--- src/rtl/test011_pkg.sv ---
// Shared field map, decode helper and state types for the test011 packed-result receiver.
package test011_pkg;

  localparam int Y_W    = 45;
  localparam int A0_LSB = 34;
  localparam int A0_W   = 4;
  localparam int NE_BIT = 25;
  localparam int LT_LSB = 21;
  localparam int LT_REP = 4;

  localparam logic [Y_W-1:0] RSVD_MASK = ~(45'h3C_0000_0000 | 45'h3E0_0000);

  // err_t bit positions
  localparam int ERR_RSVD = 0;
  localparam int ERR_REP  = 1;

  typedef logic [1:0] err_t;

  typedef enum logic [1:0] {
    BUF_EMPTY = 2'd0,
    BUF_ONE   = 2'd1,
    BUF_FULL  = 2'd2
  } buf_state_e;

  typedef enum logic [0:0] {
    CTL_RUN  = 1'b0,
    CTL_HALT = 1'b1
  } ctl_state_e;

  typedef struct packed {
    logic             ne;
    logic             lt;
    logic [A0_W-1:0]  a0;
    err_t             err;
  } dec_t;

  typedef struct packed {
    ctl_state_e ctl;
    buf_state_e bstate;
  } dbg_t;

  // lt is taken from the top replica even when the replicas disagree.
  function automatic dec_t decode(input logic [Y_W-1:0] y);
    dec_t             d;
    logic [LT_REP-1:0] rep;
    rep           = y[LT_LSB +: LT_REP];
    d.ne          = y[NE_BIT];
    d.lt          = y[LT_LSB + LT_REP - 1];
    d.a0          = y[A0_LSB +: A0_W];
    d.err         = '0;
    d.err[ERR_RSVD] = |(y & RSVD_MASK);
    d.err[ERR_REP]  = !((&rep) || !(|rep));
    return d;
  endfunction

endpackage

--- src/rtl/test011_skid.sv ---
// Two-entry registered skid buffer; exposes its next-state FULL flag so the
// parent can register in_ready without a combinational path from out_ready.
module test011_skid
  import test011_pkg::*;
#(
  parameter int W = 8
) (
  input  logic         clk,
  input  logic         rst,
  input  logic         push_i,
  input  logic [W-1:0] data_i,
  input  logic         out_ready_i,
  output logic         out_valid_o,
  output logic [W-1:0] data_o,
  output logic         full_d_o,
  output buf_state_e   state_o
);

  buf_state_e   state_q, state_d;
  logic [W-1:0] main_q, main_d;
  logic [W-1:0] skid_q, skid_d;
  logic         pop;

  assign pop = (state_q != BUF_EMPTY) && out_ready_i;

  always_comb begin
    state_d = state_q;
    main_d  = main_q;
    skid_d  = skid_q;
    case (state_q)
      BUF_EMPTY: begin
        if (push_i) begin
          main_d  = data_i;
          state_d = BUF_ONE;
        end
      end
      BUF_ONE: begin
        if (push_i && pop) begin
          main_d = data_i;
        end else if (push_i) begin
          skid_d  = data_i;
          state_d = BUF_FULL;
        end else if (pop) begin
          state_d = BUF_EMPTY;
        end
      end
      BUF_FULL: begin
        // push is never granted while FULL, so only the pop matters here
        if (pop) begin
          main_d  = skid_q;
          state_d = BUF_ONE;
        end
      end
      default: state_d = BUF_EMPTY;
    endcase
  end

  always_ff @(posedge clk) begin
    if (rst) begin
      state_q <= BUF_EMPTY;
      main_q  <= '0;
      skid_q  <= '0;
    end else begin
      state_q <= state_d;
      main_q  <= main_d;
      skid_q  <= skid_d;
    end
  end

  assign out_valid_o = (state_q != BUF_EMPTY);
  assign data_o      = main_q;
  assign full_d_o    = (state_d == BUF_FULL);
  assign state_o     = state_q;

endmodule

--- src/rtl/test011_unpacker.sv ---
// Receive-side decoder for the test011 packed result word: decode, consistency
// checks, saturating counters, optional halt-on-error, registered skid output.
module test011_unpacker
  import test011_pkg::*;
#(
  parameter int CNT_W       = 16,
  parameter bit STOP_ON_ERR = 1'b0
) (
  input  logic             clk,
  input  logic             rst,
  input  logic             clr,
  input  logic             in_valid,
  output logic             in_ready,
  input  logic [Y_W-1:0]   in_y,
  output logic             out_valid,
  input  logic             out_ready,
  output logic             out_ne,
  output logic             out_lt,
  output logic [A0_W-1:0]  out_a0,
  output err_t             out_err,
  output logic [CNT_W-1:0] word_count,
  output logic [CNT_W-1:0] err_count,
  output logic             sticky_err,
  output dbg_t             dbg_state
);

  // Handshake: a word transfers on a rising edge where valid && ready; valid
  // and data hold until that edge, and ready never depends on valid.

  dec_t             dec;
  dec_t             out_dec;
  logic             accept;
  logic             dec_bad;
  logic             skid_full_d;
  buf_state_e       buf_state;

  ctl_state_e       ctl_q, ctl_d;
  logic             in_ready_q, in_ready_d;
  logic [CNT_W-1:0] word_cnt_q, word_cnt_d;
  logic [CNT_W-1:0] err_cnt_q, err_cnt_d;
  logic             sticky_q, sticky_d;

  assign dec     = decode(in_y);
  assign dec_bad = (dec.err != '0);
  assign accept  = in_valid && in_ready_q;

  test011_skid #(
    .W($bits(dec_t))
  ) u_skid (
    .clk         (clk),
    .rst         (rst),
    .push_i      (accept),
    .data_i      (dec),
    .out_ready_i (out_ready),
    .out_valid_o (out_valid),
    .data_o      (out_dec),
    .full_d_o    (skid_full_d),
    .state_o     (buf_state)
  );

  always_comb begin
    ctl_d      = ctl_q;
    word_cnt_d = word_cnt_q;
    err_cnt_d  = err_cnt_q;
    sticky_d   = sticky_q;
    if (clr) begin
      ctl_d      = CTL_RUN;
      word_cnt_d = '0;
      err_cnt_d  = '0;
      sticky_d   = 1'b0;
    end else if (accept) begin
      if (word_cnt_q != '1) word_cnt_d = word_cnt_q + CNT_W'(1);
      if (dec_bad) begin
        sticky_d = 1'b1;
        if (err_cnt_q != '1) err_cnt_d = err_cnt_q + CNT_W'(1);
        if (STOP_ON_ERR) ctl_d = CTL_HALT;
      end
    end
    // in_ready is the registered image of next cycle's intake permission
    in_ready_d = (ctl_d == CTL_RUN) && !skid_full_d;
  end

  always_ff @(posedge clk) begin
    if (rst) begin
      ctl_q      <= CTL_RUN;
      in_ready_q <= 1'b1;
      word_cnt_q <= '0;
      err_cnt_q  <= '0;
      sticky_q   <= 1'b0;
    end else begin
      ctl_q      <= ctl_d;
      in_ready_q <= in_ready_d;
      word_cnt_q <= word_cnt_d;
      err_cnt_q  <= err_cnt_d;
      sticky_q   <= sticky_d;
    end
  end

  assign in_ready         = in_ready_q;
  assign out_ne           = out_dec.ne;
  assign out_lt           = out_dec.lt;
  assign out_a0           = out_dec.a0;
  assign out_err          = out_dec.err;
  assign word_count       = word_cnt_q;
  assign err_count        = err_cnt_q;
  assign sticky_err       = sticky_q;
  assign dbg_state.ctl    = ctl_q;
  assign dbg_state.bstate = buf_state;

endmodule

--- config.mk ---
export PLATFORM = sky130hd
export DESIGN_NAME = test011_unpacker
export DESIGN_NICKNAME = d
export VERILOG_FILES = /design/src/rtl/test011_pkg.sv /design/src/rtl/test011_skid.sv /design/src/rtl/test011_unpacker.sv
export SDC_FILE = /design/constraint.sdc
export NUM_CORES = 1
export LEC_CHECK = 0
export BUFFER_PORTS_ARGS = -buffer_cell sky130_fd_sc_hd__buf_2
export CORE_UTILIZATION = 43
export CTS_CLUSTER_DIAMETER = 100
export CTS_CLUSTER_SIZE = 25
export DETAILED_ROUTE_END_ITERATION = 8
export PLACE_DENSITY = 0.71
export SLEW_MARGIN = 20
export SYNTH_ARGS = -nofsm -noshare
export SYNTH_HDL_FRONTEND = slang
export SYNTH_SLANG_ARGS = --single-unit
--- constraint.sdc ---
create_clock -name clk -period 2.4 [get_ports clk]
set_input_delay 0.24 -clock clk [delete_from_list [all_inputs] [get_ports clk]]
set_output_delay 0.24 -clock clk [all_outputs]
set_load 0.1 [all_outputs]
==> results of run 1 <==
-- final cells by class --
| cell class | count | area (sq um) | share of cell area [%] |
|---|---|---|---|
| inverter | 3 | 11.26 | 0.3458 |
| clock buffer | 6 | 82.58 | 2.536 |
| timing repair buffer | 101 | 520.5 | 15.98 |
| multi-input combinational | 224 | 1439 | 44.18 |
| tap | 72 | 90.09 | 2.766 |
| clock inverter | 2 | 37.54 | 1.153 |
| sequential | 53 | 1076 | 33.04 |
-- worst reg2reg max path, delay by kind of cell, from the launching register on --
family	cells	cell delay (ps)
and+or+nand+nor	3	1440
DFF	1	340
AOI/OAI and AO/OA	1	150
-- state kept, by name (all words and copies together) (netlist names) --
signal and count:
ctl_q 1, in_ready 1, err_count 16, sticky_err 1
word_count 16, u_skid.data_o 8, u_skid.state_o 2, u_skid.skid_q 8
-- synth_stat cells, drive strengths merged, types with 6 or more instances --
cell / n / area, sq um
o31ai: 8 / 60.06
mux2i: 17 / 170.2
or3: 11 / 68.82
or4: 14 / 110.1
nand4: 14 / 87.58
dfxtp: 53 / 1061
a21oi: 16 / 80.08
nand3: 11 / 60.06
a211oi: 9 / 67.56
xor2: 8 / 70.07
nor4: 13 / 102.6
o21ai: 12 / 60.06
clkbuf: 9 / 33.78
nor2: 34 / 127.6
nand2: 18 / 67.56
buf: 6 / 46.29
-- path summary, 6_finish.rpt --
check	endpoint	slack [ps]	depth (start not counted)
setup / recovery	err_count[13]	410	4
hold / removal	u_skid.state_o[1]	150	2
setup reg to reg	err_count[13]	410	4
hold reg to reg	sticky_err	470	1
-- through the flow --
| step | util, % | power [uW] | hold slack [ps] | instances |
|---|---|---|---|---|
| 6_report | 57.73 | 1878 | 148.7 | 461 |
| 5_1_grt | 57.73 | 1963 | 158.0 | 461 |
| 3_3_place_gp | 55.60 | 1259 | 440.6 | 453 |
| 4_1_cts | 57.73 | 1899 | 137.7 | 461 |
| 3_5_place_dp | 55.60 | 1262 | 453.6 | 453 |
| 2_1_floorplan | - | 1172 | 329.9 | 296 |
-- power breakdown --
group          total (uW)  leakage (uW)  internal [uW]  switching (uW)
registers             919      0.000435            903            16.1
logic                 322      0.000898           83.8             239
clock network         637     0.0000574            339             297
total                1880       0.00139           1330             552
-- kinds of logic (layout without fill, tap and decap cells) --
family                     after synthesis  count (layout)
adders and majority gates                2               2
AOI/OAI and AO/OA                       57              57
muxes                                   17              17
xor gates and xnor gates                 9               9
DFF                                     53              53
buffers and inverters                   19             112
and+or+nand+nor                        139             139
-- layer usage --
layer	part of all wire, %	vias to the layer above	routed length [microns]	GRT usage (%)
li1	-	1304	-	-
met1	45	1185	2857	26.66
met2	48	80	3041	35.30
met3	5.7	9	362	5.714
met4	2.1	0	132	8.000
met5	0	-	0	0
==> metrics.md, run 1 <==
| Metric | Value |
|---|---|
| Initial Util | 45.93% |
| Hold_sp | out_ready |
| Cell count after synthesis | 296 |
| FILL cells | 507 |
| Clock sink count | 53 |
| Die area | 6341 sq um |
| CTS tree | built |
| Commonest non-fill, non-tap cell in the layout | buf_2 |
| Ant. Diodes | 0 |
| Yosys reg bits | 53 |
| Mux share of post-synthesis cell area | 6.567% |
| Top achievable clock speed | 502.0 MHz |
| CTS buffer count | 5 |
| Final hold viol count | 0 |
| Core footprint | 5642 sq um |
| DP HPWL | 4840 microns |
| Initial antenna violation count | 0 |
| Largest family of logic cells by synthesized area | simple AND/OR/NAND/NOR gates |
| Post-synthesis sequential area ratio | 40.95% |
| EDFF count, synth | 0 |
| Maximum VDD drop | roughly 0.3 mV |
| Setup TNS | 0 ps |
| Post-synthesis average cell area | 8.754 sq um |
| Crit share post-route | 83.01% |
| CTS root buf | clkbuf_8 |
| # resized after CTS | 0 |
| Row count | 27 |
| Final setup fails | 0 |
| Worst Setup SP | in_ready |
| CTS Hold Buffers Added | 0 |
| Compound-Gate Fraction of Synth Area | 14.05% |
| Post-DP Area | between 3000 and 4000 sq um |
| Crit end category | flip-flop |
| RD Place Congestion | 0.8250 |
| Slowest cell on crit path | or4_4 |
| Net Count, Synth | ~350 |
| Mapped cell area | 2591 sq um |
| Cell variety after synth | 46 |
| Die extent in x | ~80 microns |
| Worst-Skew Late Latency | 310 ps |
| WP data arrival | about 2200 ps |
| Worst-path clk slew | about 100 ps |
| Share of cells above drive strength 1 | 32.90% |
| Measured slew at the worst slew-check pin | approximately 800 ps |
| First DRT Iteration DRCs | 38 |
| Vias per inst | 5.592 |
| H-tree lvl count | 2 |
| GRT Total Usage | 21.46% |
| XOR/XNOR Fraction of Synth Area | between 3 and 4% |
| Ports | 96 |
| CTS max path bufs | 2 |
| Power Density | around 580 nW/um^2 |
| Pre-antenna DRT Iters | 4 |
| Ys Warns | 0 |
| Worst Skew | 10.26 ps |
| Synth Flop Type | dfxtp_1 |
| Final Critical Period | between 1500 and 2000 ps |
| Drt drc | 0 |
| Post CTS Setup Buffer Count | 0 |
| Post-DRT Antenna Nets | 0 |
| Worst path required time | ~2600 ps |
| Reg2reg start | in_ready |
| Buf+Inv Stages, Crit Path | 0 |
| Vias in the first global route | roughly 2,300 |
| Setup crit start kind | flip-flop |
| Die height | 79.63 microns |
| Most frequent cells in the layout | buf_2 (95), dfxtp_1 (41), nor2_1 (34) |
| Hold Crit Class | in2reg |
| Fin area | between 3000 and 4000 sq um |
| Final setup margin | 407.8 ps |
| Critical path type | reg2reg |
| RSZ-0062 raised after global routing | no |
| Max-slew violation count | 0 |
| Setup WS pre-CTS | 402.7 ps |
| First-pass GRT wire length | around 11,000 microns |
| Synth Area in Adders | 0.9657% |
| Port bufs | 95 |
| Simple-gate area share of the yosys netlist | a little under a third |
| Max incr delay on CP | between 600 and 700 ps |
| Leak | around 0.0014 uW |
| Rel. slew slack | 45.18% |
| Final net count | 440 |
| Area grow syn2layout | 25.69% |
| Largest net degree at the start of global routing | 33 |
| Worst-path cell chain | nand2_1, or4_4, or4_1, a21oi_1 |
| Run status | completed |
| Worst-path fanout max | 18 |
| GRT overflow | 0 |
| Vias post-DR | 2,578 |
| WL/cell | 13.87 microns |
| Fraction of registers with async set/reset | 0% |
| Top delay family on crit path | simple AND/OR/NAND/NOR gates |
| Routed Wire Length | around 6400 microns |
| Max-cap violations | 0 |
Note: power is estimated with default switching activity, not from simulation.
==> inputs of run 2 (changes only) <==
- clock period: 2.4 -> 1.9 ns (I/O delays scaled with it)
==> run 2 against run 1 <==
- maximum frequency is 4.9% higher
- utilization increased by 3.6 points
- register-to-register slack got worse by 410 ps
- routed wire length up 3.6%
- first-iteration DRC count rose to 3.1 times the previous value
- largest power group unchanged
==> metrics.md, run 2 (synthesized netlist as in run 1, its figures left out) <==
| Metric | Value |
|---|---|
| Internal | 1523 uW (+15%) |
| Worst-Skew Late Latency | 310 ps (about the same) |
| Hold path cells | 3 (+1) |
| Total net switching power | 686.4 uW (+24%) |
| Crit share post-route | 99.95% (+17 points) |
| Worst-path clk slew | 100 ps (about the same) |
| Pre-antenna DRT Iters | 4 (unchanged) |
| Commonest non-fill, non-tap cell in the layout | buf_2 |
| Switching Share | 31.06% (+1.7 points) |
| Power Density | 638.5 nW/um^2 (+11%) |
| CTS Hold Buffers Added | 0 (unchanged) |
| Share of cells above drive strength 1 | 42.75% (+9.8 points) |
| Die height | 79.63 microns (unchanged) |
| Reg2reg start | err_count[4] |
| Max incr delay on CP | 510 ps (-180 ps) |
| Rel. slew slack | 61.89% (+17 points) |
| Final Power | 2210 uW (+18%) |
| Run status | completed |
| Initial antenna violation count | 0 (unchanged) |
| Ant. Diodes | 0 (unchanged) |
| CTS buffer count | 5 (unchanged) |
| Maximum VDD drop | 0.3778 mV (+28%) |
| Hold Crit Class | in2reg |
| Drt drc | 0 (unchanged) |
| Die area | 6341 sq um (unchanged) |
| Clock group share of total power | 29.8% (-4.1 points) |
| Setup crit start kind | flip-flop |
| First DRT Iteration DRCs | 119 (+210%) |
| Comb pwr share | 19.0% (+1.8 points) |
| First-pass GRT wire length | 10,760 microns (+1.3%) |
| Final net count | 451 (+2.5%) |
| Final Critical Period | 1899 ps (-93.07 ps) |
| Leak | 0.001464 uW (+5.3%) |
| Met2 usage | 35.47% (+0.17 points) |
| CTS max path bufs | 2 (unchanged) |
| Hold_sp | in_y[34] |
| Setup WS pre-CTS | -1.994 ps (-404.7 ps) |
| Top Usage Layer GRT | met2 |
| RD Place Congestion | 0.8341 (+1.1%) |
| Row count | 27 (unchanged) |
| DP HPWL | 4953 microns (+2.3%) |
| Reg2reg path depth | 6 (+2) |
| Seq pwr share | 51.3% (+2.4 points) |
| Routed Wire Length | 6624 microns (+3.6%) |
| GR Layer Usage met1 | 27.16% (+0.50 points) |
| Final hold viol count | 0 (unchanged) |
| Crit Reg-Reg Endpoint | err_count[15] |
| WL/cell | 14.03 microns (+1.2%) |
| Max-cap violations | 0 (unchanged) |
| Vias in the first global route | 2,358 (+2.7%) |
| Top achievable clock speed | 526.6 MHz (+4.9%) |
| Top delay family on crit path | simple AND/OR/NAND/NOR gates |
| Hold Crit Endpoint | u_skid.skid_q[2] |
| Initial Util | 45.93% (unchanged) |
| Buf+Inv Stages, Crit Path | 1 (+1) |
| Critical path type | reg2reg |
| FILL cells | 499 (-1.6%) |
| CTS tree | built |
| Slowest cell on crit path | or4_4 |
| Final setup margin | 0.8769 ps (-406.9 ps) |
| Fin area | 3461 sq um (+6.3%) |
| Core footprint | 5642 sq um (unchanged) |
| Reg-to-reg setup timing slack | 0.9 ps (-410 ps) |
| Post-DP Area | 3316 sq um (+5.7%) |
| Crit end category | flip-flop |
| H-tree lvl count | 2 (unchanged) |
| Measured slew at the worst slew-check pin | 571.7 ps (-247.6 ps) |
| Area grow syn2layout | 33.56% |
| Vias per inst | 5.623 (+0.55%) |
| GRT Total Usage | 21.41% (-0.052 points) |
| Worst Skew | 10.30 ps (+0.04350 ps) |
| Worst path required time | 2100 ps (-540 ps) |
| Final setup fails | 0 (unchanged) |
| Worst-path cell chain | and4_4, nand3_4, or4_4, buf_4, o31ai_1, a21oi_2 |
| WP data arrival | 2100 ps (-130 ps) |
| Vias post-DR | 2,654 (+2.9%) |
| Ports | 96 (unchanged) |
| Die extent in x | 79.63 microns (unchanged) |
| Hold WS | 131.5 ps (-17.24 ps) |
| Port bufs | 95 (unchanged) |
| M3 GR Usage | 5.829% (+0.11 points) |
| Max-slew violation count | 0 (unchanged) |
| RSZ-0062 raised after global routing | yes |
| CTS root buf | clkbuf_8 |
| Largest net degree at the start of global routing | 33 (unchanged) |
| Most frequent cells in the layout | buf_2 (95), nor2_1 (34), dfxtp_4 (21) |
| Clock sink count | 53 (unchanged) |
| Worst-path fanout max | 6 (-12) |
| GRT overflow | 0 (unchanged) |
| Post-DRT Antenna Nets | 0 (unchanged) |
-- run 2: cell types whose count changed in the layout (fill, tap and decap cells not counted), moves of 2 or more --
cell     change
or4_1        -2
dfxtp_2      +2
dfxtp_4     +21
buf_4       +10
a21oi_2      +3
dfxtp_1     -23
or4_4        +2
a21oi_1      -3
-- run 2: repair_timing --
item                                    in CTS  in global routing
pin swaps                                    1                  2
endpoints found under the setup margin       1                  7
gates resized for setup                      0                  9
buffers inserted                             0                  2
-- run 2: worst max path at each step --
stage,startpoint,end,slack [ps],depth (start not counted)
floorplan,err_count[5],err_count[14],-110,5
global placement,err_count[0],err_count[13],50,6
detailed placement,err_count[0],err_count[13],-2,6
CTS,err_count[4],err_count[13],20,5
global route,err_count[4],err_count[15],-40,6
finish,err_count[4],err_count[15],0.9,6
-- run 2: worst min-delay path, cell delays in order --
cell and delay, ps:
buf_2 90, mux2i_1 60, nor2_1 70
-- run 2: per-stage QoR --
step                util, %  TNS (ps)  instances
floorplan                 -    -254.5        296
global placement      58.77         0        462
detailed placement    58.77    -1.994        462
CTS                   60.48         0        470
global route          61.34    -66.91        472
finish                61.34         0        472
-- run 2: per-layer routing --
layer | part of all wire, % | up-vias
met1 | 46 | 1235
met4 | 0.88 | 0
met3 | 6.7 | 6
li1 | - | 1321
met2 | 46 | 92
met5 | 0 | -
-- run 2: cell type report --
type	count	area, sq um	share of cell area (%)
clock buffers	6	82.58	2.386
multi-input cells	224	1490	43.06
well taps	72	90.09	2.603
inverters	3	11.26	0.3254
flip-flops and latches	53	1157	33.44
repair buffers	112	615.6	17.79
clock inverters	2	13.76	0.3977
-- run 2: power by group through the flow --
| stage | clock (uW) | sequential [uW] | combinational, uW |
|---|---|---|---|
| finish | 658 | 1130 | 419 |
| global route | 735 | 1140 | 445 |
| CTS | 678 | 1130 | 420 |
| detailed placement | 0 | 1160 | 419 |
| global placement | 0 | 1160 | 415 |
| floorplan | 0 | 1330 | 124 |
==> inputs of run 3 (changes only) <==
- SETUP_SLACK_MARGIN: unset -> 0.4
==> run 3 against run 2 <==
- maximum frequency up 3.0%
- combinational power up 17%
- register-to-register slack better by 60 ps
- sequential cell count unchanged
- critical path type unchanged
- routed wire length up 22%
- die area unchanged
==> metrics.md, run 3 (synthesized netlist as in run 1, its figures left out) <==
| Metric | Value |
|---|---|
| Worst Skew | 15.52 ps (+5.218 ps) |
| Die extent in x | 79.63 microns (unchanged) |
| H-tree lvl count | 2 (unchanged) |
| Crit end category | flip-flop |
| CTS buffer count | 5 (unchanged) |
| Initial Util | 45.93% (unchanged) |
| Worst-Skew Late Latency | 310 ps (about the same) |
| Non-Filler Instances | 505 (+7.0%) |
| Final net count | 484 (+7.3%) |
| Ports | 96 (unchanged) |
| Share of cells above drive strength 1 | 55.66% (+13 points) |
| Rel. slew slack | 62.37% (+0.48 points) |
| Initial antenna violation count | 0 (unchanged) |
| Reg-to-reg setup timing slack | 60 ps (+60 ps) |
| Most frequent cells in the layout | buf_2 (94), buf_4 (37), dfxtp_4 (31) |
| Final hold viol count | 0 (unchanged) |
| Die area | 6341 sq um (unchanged) |
| DP HPWL | 5193 microns (+4.8%) |
| Largest net degree at the start of global routing | 33 (unchanged) |
| Area grow syn2layout | 58.04% |
| Maximum VDD drop | 0.4040 mV (+7.0%) |
| Ant. Diodes | 0 (unchanged) |
| Leak | 0.001684 uW (+15%) |
| Hold WS | 130.1 ps (-1.359 ps) |
| Core footprint | 5642 sq um (unchanged) |
| Crit share post-route | 97.01% (-2.9 points) |
| Worst-path fanout max | 4 (-2) |
| Pre-antenna DRT Iters | 4 (unchanged) |
| Hold Crit Class | in2reg |
| Vias in the first global route | 2,595 (+10%) |
| CTS max path bufs | 2 (unchanged) |
| RD Place Congestion | 0.7875 (-5.6%) |
| RSZ-0062 raised after global routing | yes |
| Placed cells | 456 (-1.3%) |
| Max-slew violation count | 0 (unchanged) |
| Die height | 79.63 microns (unchanged) |
| GRT Total Usage | 24.53% (+3.1 points) |
| Clock sink count | 53 (unchanged) |
| Routed Wire Length | 8057 microns (+22%) |
| Commonest non-fill, non-tap cell in the layout | buf_2 |
| Drt drc | 0 (unchanged) |
| Final Critical Period | 1843 ps (-55.92 ps) |
| Critical path type | reg2reg |
| Vias post-DR | 2,884 (+8.7%) |
| Worst path required time | 2140 ps (+40 ps) |
| Setup TNS | 0 ps (unchanged) |
| Setup crit start kind | flip-flop |
| WL/cell | 15.95 microns (+14%) |
| Max-cap violations | 0 (unchanged) |
| FILL cells | 424 (-15%) |
| CTS root buf | clkbuf_8 |
| Final Power | 2281 uW (+3.2%) |
| Run status | completed |
| Power Density | 557.0 nW/um^2 (-13%) |
| Port bufs | 95 (unchanged) |
| Multi-input logic area | 1809 sq um (+21%) |
| First-pass GRT wire length | 12,070 microns (+12%) |
| Post-DRT Antenna Nets | 0 (unchanged) |
| Row count | 27 (unchanged) |
| Storage cell area | 1182 sq um (+2.2%) |
| Top achievable clock speed | 542.5 MHz (+3.0%) |
| Vias per inst | 5.711 (+1.6%) |
| CTS tree | built |
| WP data arrival | 2090 ps (about the same) |
| Final setup fails | 0 (unchanged) |
| Final core occ | 72.59% (+11 points) |
| Measured slew at the worst slew-check pin | 564.4 ps (-7.273 ps) |
| GRT overflow | 0 (unchanged) |
| Worst-path clk slew | 100 ps (about the same) |
| First DRT Iteration DRCs | 133 (+12%) |
run 3: cell types whose count changed in the layout (fill, tap and decap cells not counted), moves of 4 or more:
| cell | delta |
|---|---|
| buf_4 | +21 |
| buf_6 | +10 |
| dfxtp_2 | -10 |
| dfxtp_4 | +10 |
| nor2_1 | -5 |
| o21ai_0 | -5 |
| nand3_1 | -4 |
| nor2_4 | +4 |
| nor4_1 | -4 |
| nor4_4 | +4 |
run 3: where the power goes:
part | switching [uW] | internal (uW) | leakage [uW] | total, uW
Combinational | 337 | 153 | 0.00118 | 490
Clock | 374 | 296 | 0.0000512 | 670
Sequential | 21.2 | 1100 | 0.000456 | 1120
run 3: stage by stage:
stage          area [sq um]  setup WS, ps
2_1_floorplan          2927        -99.43
3_3_place_gp           3436         79.76
3_5_place_dp           3436         56.33
4_1_cts                3865         82.78
5_1_grt                4095        -19.09
6_report               4095         56.80
run 3: critical path, cell delays in order, from the launching register on:
cell and delay, ps:
dfxtp_4 380, and4_4 230, nand3_4 70, or4_1 540, or4_1 420, a21oi_1 130
run 3: final timing paths:
| check | to | cells after the start | from |
|---|---|---|---|
| setup / recovery | err_count[14] | 5 | err_count[5] |
| hold / removal | u_skid.skid_q[4] | 3 | in_y[36] |
| setup reg to reg | err_count[14] | 5 | err_count[5] |
| hold reg to reg | u_skid.data_o[0] | 2 | u_skid.data_o[0] |
run 3: final cells by class:
type,count,area share (%)
timing repair buffer,144,22.12
multi-input combinational,225,44.18
tap,72,2.200
clock inverter,2,0.3361
sequential,53,28.87
inverter,3,0.2750
clock buffer,6,2.016
run 3: layer usage:
metal	part of all wire (%)	global-route usage (%)	up-vias
met5	0	0	-
met4	1.9	9.636	0
met3	6.7	6.857	14
met2	51	42.74	110
met1	40	28.10	1362
li1	-	-	1398
run 3: what timing repair did:
item | CTS | global route
setup buffers | 27 | 13
pin swaps | 24 | 32
gates cloned | 0 | 1
hold buffers | 0 | 0
gates resized for setup | 24 | 33
endpoints found under the setup margin | 35 | 43
